===== src/rtl/plru_replacer.sv =====
// Tree pseudo-LRU replacement unit. One (WAYS-1)-bit heap-ordered tree per
// set; on a hit the given way is promoted, on a miss a victim is chosen
// (first invalid way, else the tree walk) and promoted. Answer returned
// through a single registered valid/ready response stage.
module plru_replacer #(
  parameter  int WAYS = 8,
  parameter  int SETS = 16,
  localparam int WB   = $clog2(WAYS),
  localparam int SB   = $clog2(SETS)
) (
  input  logic            clk_i,
  input  logic            rst_ni,
  input  logic            clear_i,
  input  logic            req_valid_i,
  output logic            req_ready_o,
  input  logic [SB-1:0]   req_set_i,
  input  logic            req_hit_i,
  input  logic [WB-1:0]   req_way_i,
  input  logic [WAYS-1:0] req_vmask_i,
  output logic            resp_valid_o,
  input  logic            resp_ready_i,
  output logic [WB-1:0]   resp_way_o,
  output logic            resp_hit_o,
  output logic            resp_fill_o
);

  logic [SETS-1:0][WAYS-2:0] tree_q;
  logic [WAYS-2:0]           tree_cur, tree_d;

  logic            resp_valid_q, resp_hit_q, resp_fill_q;
  logic [WB-1:0]   resp_way_q;

  logic [WB-1:0]   inv_way, walk_way, tgt_way;
  logic            has_inv, fill_d;
  logic [WB-1:0]   wnode, unode;
  logic            accept;

  // A new request may enter when the output slot is free or being drained;
  // clear owns the tree array for its cycle.
  assign req_ready_o = !clear_i && (!resp_valid_q || resp_ready_i);
  assign accept      = req_valid_i && req_ready_o;

  // Victim selection and path update, all from the current tree of the set.
  always_comb begin
    tree_cur = tree_q[req_set_i];

    // Lowest-index invalid way wins over the tree.
    inv_way = '0;
    for (int i = WAYS-1; i >= 0; i--) begin
      if (!req_vmask_i[i]) inv_way = WB'(i);
    end
    has_inv = ~&req_vmask_i;

    // Walk: node bit 0 -> lower half (left child), 1 -> upper half.
    // The node index after the last level is a leaf and is never used, so
    // truncation there is harmless.
    walk_way = '0;
    wnode    = '0;
    for (int l = 0; l < WB; l++) begin
      walk_way[WB-1-l] = tree_cur[wnode];
      wnode = (wnode << 1) + WB'(1) + WB'(tree_cur[wnode]);
    end

    fill_d  = !req_hit_i && has_inv;
    tgt_way = req_hit_i ? req_way_i : (has_inv ? inv_way : walk_way);

    // Point every node on the target's path away from the target.
    tree_d = tree_cur;
    unode  = '0;
    for (int l = 0; l < WB; l++) begin
      tree_d[unode] = ~tgt_way[WB-1-l];
      unode = (unode << 1) + WB'(1) + WB'(tgt_way[WB-1-l]);
    end
  end

  // Tree storage: clear wipes every set, accepted requests rewrite one set.
  always_ff @(posedge clk_i or negedge rst_ni) begin
    if (!rst_ni) begin
      tree_q <= '0;
    end else if (clear_i) begin
      tree_q <= '0;
    end else if (accept) begin
      tree_q[req_set_i] <= tree_d;
    end
  end

  // Response register: load on accept, drop on take, otherwise hold.
  always_ff @(posedge clk_i or negedge rst_ni) begin
    if (!rst_ni) begin
      resp_valid_q <= 1'b0;
      resp_way_q   <= '0;
      resp_hit_q   <= 1'b0;
      resp_fill_q  <= 1'b0;
    end else if (accept) begin
      resp_valid_q <= 1'b1;
      resp_way_q   <= tgt_way;
      resp_hit_q   <= req_hit_i;
      resp_fill_q  <= fill_d;
    end else if (resp_ready_i) begin
      resp_valid_q <= 1'b0;
    end
  end

  assign resp_valid_o = resp_valid_q;
  assign resp_way_o   = resp_way_q;
  assign resp_hit_o   = resp_hit_q;
  assign resp_fill_o  = resp_fill_q;

endmodule


===== config.mk =====
export PLATFORM = sky130hd
export DESIGN_NAME = plru_replacer
export DESIGN_NICKNAME = d
export VERILOG_FILES = /design/src/rtl/plru_replacer.sv
export SDC_FILE = /design/constraint.sdc
export NUM_CORES = 1
export LEC_CHECK = 0
export BUFFER_PORTS_ARGS = -buffer_cell sky130_fd_sc_hd__buf_2
export CORE_UTILIZATION = 32
export CTS_BUF_LIST = sky130_fd_sc_hd__clkbuf_8 sky130_fd_sc_hd__clkbuf_16
export CTS_CLUSTER_DIAMETER = 30
export DETAILED_ROUTE_END_ITERATION = 10
export GPL_TIMING_DRIVEN = 0
export PLACE_DENSITY = 0.44
export SLEW_MARGIN = 30
export SYNTH_ARGS = -nofsm -noshare
export SYNTH_HDL_FRONTEND = slang
export SYNTH_SLANG_ARGS = --single-unit

===== constraint.sdc =====
create_clock -name clk_i -period 3.1 [get_ports clk_i]
set_clock_uncertainty 0.1 [all_clocks]
set_input_delay 0.31 -clock clk_i [delete_from_list [all_inputs] [get_ports clk_i]]
set_output_delay 0.31 -clock clk_i [all_outputs]
set_load 0.03 [all_outputs]

Yosys cells after proc, flatten, opt, wreduce, memory -nomap -nowiden
Index checks and enable logic that the tools add are counted.
{ "totals": {"register_bits": 118, "out_inout_bits": 7, "word_cells": 80} }
{ "op_classes": {"addsub": 6, "order_cmp": 8, "n_mux": 29, "bitwise_logic": 3, "reduce_logical": 14} }
{ "ops": {"columns": ["op", "n"], "rows": [
  ["112-bit 2-to-1 mux", 2],
  ["112-bit bitwise mux", 1],
  ["3-bit 2-to-1 mux", 10],
  ["7-bit binary-select mux with 4-bit select", 1],
  ["7-bit demux with 4-bit select", 1],
  ["7-bit bitwise mux", 2],
  ["7-bit 2-to-1 mux", 2],
  ["2-bit by 4-bit less-than comparator with 1-bit output (second input constant)", 2],
  ["3-bit by 4-bit less-than comparator with 1-bit output (second input constant)", 2],
  ["8-bit AND reduction", 1],
  ["3-bit by 1-bit adder with 3-bit output", 2],
  ["3-bit by 1-bit adder with 3-bit output (second input constant)", 2],
  ["1-bit binary-select mux with 3-bit select", 2],
  ["1-bit demux with 3-bit select", 2],
  ["1-bit logical AND", 6],
  ["1-bit 2-to-1 mux", 6],
  ["4-bit by 5-bit less-than comparator with 1-bit output (second input constant)", 1],
  ["1-bit by 1-bit adder with 2-bit output (first input constant)", 2],
  ["4-bit by 1-bit >= comparator with 1-bit output (second input constant)", 1],
  ["1-bit zero test", 4],
  ["2-bit nonzero test", 2],
  ["3-bit by 1-bit >= comparator with 1-bit output (second input constant)", 1],
  ["1-bit NOT", 3],
  ["2-bit by 1-bit >= comparator with 1-bit output (second input constant)", 1],
  ["1-bit logical OR", 1]
]} }

Longest topological paths before layout
{ "logic_depth": {"word_depth": 21, "ltp_mapped": 12, "ltp_nobuf": 8} }

Worst setup path before layout
Ideal clock, no wire load.
{ "synth_timing": {"path_kind": "flip-flop to flip-flop", "startpoint": "register resp_valid_q (netlist: resp_valid_o)", "endpoint": "register tree_q[59] (netlist name)", "arrival_time_ns": 2.657, "slack_ns": 0.216, "stages_incl_launch_ff": 8, "n_path_buf": 1, "period_less_slack_ns": 2.884, "cell_sequence": "dfrtp_1 > a21oi_1 > nand2_1 > nor3b_1 > nand2_1 > dlygate4sd3_1 > nand3b_1 > o21ai_2"} }
{ "synth_via": {"elab_chain_cells": 5} }
{ "synth_lines": {"columns": ["item", "line_no", "source"], "rows": [
  ["from (decl)", "30", "logic resp_valid_q, resp_hit_q, resp_fill_q;"],
  ["from (signal assigned)", "90", "resp_valid_q <= 1'b0;"],
  ["from (signal assigned)", "95", "resp_valid_q <= 1'b1;"],
  ["from (signal assigned)", "100", "resp_valid_q <= 1'b0;"],
  ["1-bit zero test", "40", "assign req_ready_o = !clear_i && (!resp_valid_q || resp_ready_i);"],
  ["1-bit logical OR", "40", null],
  ["1-bit logical AND", "40", null],
  ["named net req_ready_o", "15", "output logic req_ready_o,"],
  ["1-bit logical AND", "41", "assign accept = req_valid_i && req_ready_o;"],
  ["2-bit nonzero test (no line)", null, null],
  ["to (signal, indexed assignment)", "83", "tree_q[req_set_i] <= tree_d;"],
  ["to (decl)", "27", "logic [SETS-1:0][WAYS-2:0] tree_q;"]
]} }
The timed path passes the listed nets, and every way through them passes these cells.
A chain may end at the register's enable or synchronous reset.

Worst setup path after layout
{ "layout_timing": {"startpoint": "input req_set_i[1]", "endpoint": "register tree_q[69] (netlist name)"} }
{ "layout_via": {"elab_chain_cells": 16, "elab_cells_between_ends": 36, "classes_between": "add/sub: 6; order compare: 6; mux: 19; bitwise: 2; reduce/logical: 3"} }
{ "layout_lines": {"columns": ["item", "line_no", "source"], "rows": [
  ["from (decl)", "16", "input logic [SB-1:0] req_set_i,"],
  ["7-bit binary-select mux with 4-bit select", "45", "tree_cur = tree_q[req_set_i];"],
  ["7-bit 2-to-1 mux (not written as such)", "45", null],
  ["1-bit by 1-bit adder with 2-bit output", "61", "wnode = (wnode << 1) + WB'(1) + WB'(tree_cur[wnode]);"],
  ["1-bit binary-select mux with 3-bit select", "60, 61", null],
  ["1-bit 2-to-1 mux (not written as such)", "60, 61", null],
  ["3-bit 2-to-1 mux (2 in a row)", "65", "tgt_way = req_hit_i ? req_way_i : (has_inv ? inv_way : walk_way);"],
  ["3-bit by 1-bit adder with 3-bit output", "72", "unode = (unode << 1) + WB'(1) + WB'(tgt_way[WB-1-l]);"],
  ["3-bit by 4-bit less-than comparator with 1-bit output (not written as such) or 3-bit by 1-bit >= comparator with 1-bit output (tied branches)", "71", "tree_d[unode] = ~tgt_way[WB-1-l];"],
  ["1-bit logical AND (not written as such)", "71", null],
  ["1-bit 2-to-1 mux (not written as such)", "71", null],
  ["1-bit demux with 3-bit select", "71", null],
  ["7-bit bitwise mux", "71", null],
  ["112-bit bitwise mux (*)", "83", null],
  ["112-bit 2-to-1 mux (*)", "82", "end else if (accept) begin"],
  ["112-bit 2-to-1 mux (*)", "80", "end else if (clear_i) begin"]
]} }
Mark *: on every way between the ends. The rest lies on a longest branch, timed or not. The select of a mux whose other input is x is not followed.

==> impl_metrics.json <==
{
  "status": "complete, no violations",
  "ys_types": 42,
  "cts_made_buffers": 17,
  "required_ns": 3.34,
  "power.density_nw_per_um2": 525,
  "finalWirelength_um": 19000,
  "cts_num_sinks": 118,
  "wl_per_cell_um": 22.1,
  "drtIter0Drc": 348,
  "vias": 4613,
  "irDropWorstVdd_mv": 0.391,
  "ys_seq_elements": 118,
  "synth_edf_count": 0,
  "syn_inst": 528,
  "cts_root_buf": "clkbuf_16",
  "dpl.cell_count": 815,
  "hold_ws_ns": 0.0889,
  "layout-drive-gt1-share_pct": 26.3,
  "period_share_pct": 98.1,
  "slowest_delay_ns": 0.41,
  "worst_slew_pin_slew_ns": 0.668,
  "synth.top_cells.by_area": "dfrtp_1 (47%), nand3b_1 (13%), mux4_1 (8.8%)",
  "crit_buf_inv": 5,
  "total_power_uw": 3950,
  "core_area_sq_um": 19000,
  "clk_pin_slew_ns": 0.05,
  "report.final.slew_viol_count": 0,
  "ys_top_cells_by_count": "dfrtp_1 (118), nand3b_1 (112), o21ai_0 (80), o21ai_2 (39), nand2_1 (34)",
  "crit_path_end_kind": "flop",
  "finalSetupViolations": 0,
  "synthArstFlopShare_pct": 100,
  "ioPinCount": 28,
  "dpl-instance-area_sq_um": 6770,
  "min_path_type": "input pin to flop",
  "p_leak_uw": 0.00323,
  "grt_pass1_wl_um": 29300,
  "design.die.area_sq_um": 20200,
  "path_cells": "buf_2, clkbuf_8, clkbuf_2, mux4_1, a22oi_1, nand2_1, mux2i_1, nand2_1, a31oi_4, buf_4, a31oi_4, buf_6, o21ai_1",
  "nNetsFinal": 608,
  "ys.flop_type": "dfrtp_1",
  "setup_tns_ns": 0,
  "area_delta_synth_final_pct": 19.8,
  "max_freq_ghz": 0.329,
  "multiInputGateArea_sq_um": 2980,
  "fin_crit_ns": 3.04,
  "gp_congestion": 0.815,
  "cp-start-kind": "input pin",
  "syn_nets": 549,
  "antenna_found_initial": 0,
  "maxSlewHeadroom_pct": 55.4,
  "design_area_sq_um": 7510,
  "synth.top_cell.area_share_pct": 47.1,
  "maxCapViolations": 0,
  "reg2reg_depth": 9,
  "hold_viol": 0,
  "crit_fanout": 10,
  "fp-row-count": 50,
  "grt_start_max_net_pins": 65,
  "yosysMostFrequentCell": "dfrtp_1",
  "dpl.hpwl_um": 13400,
  "via_per_inst": 5.38,
  "overflow": 0,
  "start_util_pct": 33.1,
  "fillers": 1829,
  "arrival_ns": 3.28,
  "reg2reg_slack_ns": 0.08,
  "clk_latency_ns": 0.42,
  "grt_usage_pct": 20.3,
  "synth_top_area_cell": "dfrtp_1",
  "cpMaxStageDelayCell": "mux4_1",
  "portBuffers": 26,
  "synth-seq-area-share_pct": 47.1,
  "regArea_sq_um": 2950,
  "die_w_um": 142,
  "ctsLongestPathBuffers": 2,
  "antennaDiodeCount": 0,
  "ys_warn_count": 0,
  "cp.depth": 13,
  "path_delay_family": "buffers and inverters",
  "syn_area_sq_um": 6270,
  "drc": 0,
  "ant_nets": 0,
  "worst-setup-path-type": "input pin to flop",
  "hold_depth": 3,
  "final_cell_count_no_fill": 858,
  "syn_area_per_cell_sq_um": 11.9,
  "drtPass1Iterations": 5,
  "grt_pass1_vias": 4659,
  "die_h_um": 142,
  "h-tree-depth": 4,
  "cts_tree": "built"
}
==> metal layers <==
layer,track usage (%),wire (um)
met1,28.2,9130
met2,31.6,8700
met3,4.34,875
met4,6.00,269
met5,0,0
==> stage by stage <==
step,util [%],setup WS (ns)
2_1_floorplan,-,0.216
3_3_place_gp,35.5,-0.664
3_5_place_dp,35.7,-0.646
4_1_cts,39.1,-0.00291
5_1_grt,39.6,-0.00946
6_report,39.6,0.0601
==> power by group <==
part / switching (uW) / internal, uW
registers: 13.6 / 1570
clock network: 703 / 1280
logic: 248 / 141
==> path summary, 6_finish.rpt <==
check	startpoint	endpoint
setup reg to reg	tree_q[98]	tree_q[69]
max in group asynchronous	rst_ni	tree_q[1]
hold reg to reg	resp_fill_o	resp_fill_o
setup / recovery	req_set_i[1]	tree_q[69]
min in group asynchronous	rst_ni	tree_q[104]
hold / removal	resp_ready_i	resp_valid_o
==> registers in the layout, indices dropped and copies added, names as in the netlist <==
register,cells
tree_q,112
resp_way_o,3
resp_fill_o,1
resp_hit_o,1
resp_valid_o,1
==> cell families after synthesis <==
logic type             Yosys count  share of synthesized area [%]
muxes                           35                           13.1
DFF                            118                           47.1
and+or+nand+nor                172                           17.9
AOI/OAI and AO/OA              148                           16.0
buffers and inverters           55                           6.02
==> worst register-to-register path, delay by kind of cell, from the launching register on <==
family / cells / cell delay [ns]
AOI/OAI and AO/OA: 4 / 0.87
buffers and inverters: 2 / 0.39
DFF: 1 / 0.43
muxes: 2 / 0.86
and+or+nand+nor: 1 / 0.24
==> repair_timing <==
action / in CTS / in global routing
endpoints found under the setup margin: 81 / 61
buffers inserted: 4 / 8
gates resized for setup: 5 / 11
endpoints found under the hold margin: 63 / 0
hold buffers: 1 / 0
pin swaps: 1 / 4
==> layout make-up <==
cell class                      instances  area share (%)
Tap cell                              260            4.33
Multi-Input combinational cell        355            39.7
Inverter                                7           0.366
Clock buffer                           22            6.58
Sequential cell                       118            39.3
Buffer                                 48            4.85
Timing Repair Buffer                   40            3.61
Clock inverter                          8            1.30
==> cell usage in the layout (no fill, tap or decap), drive strengths merged, types with 3 or more instances in the layout <==
cell         count
nand3            7
buf             54
dfrtp          118
inv              6
nand2           34
dlygate4sd1      6
nand3b         112
a21oi            6
a22oi           13
dlygate4sd3      3
clkbuf          47
a31oi            3
nor2b            4
clkinv           4
nor2             4
mux4            29
clkinvlp         3
o21ai          121
mux2i            4
Note: power is estimated with default switching activity, not from simulation.
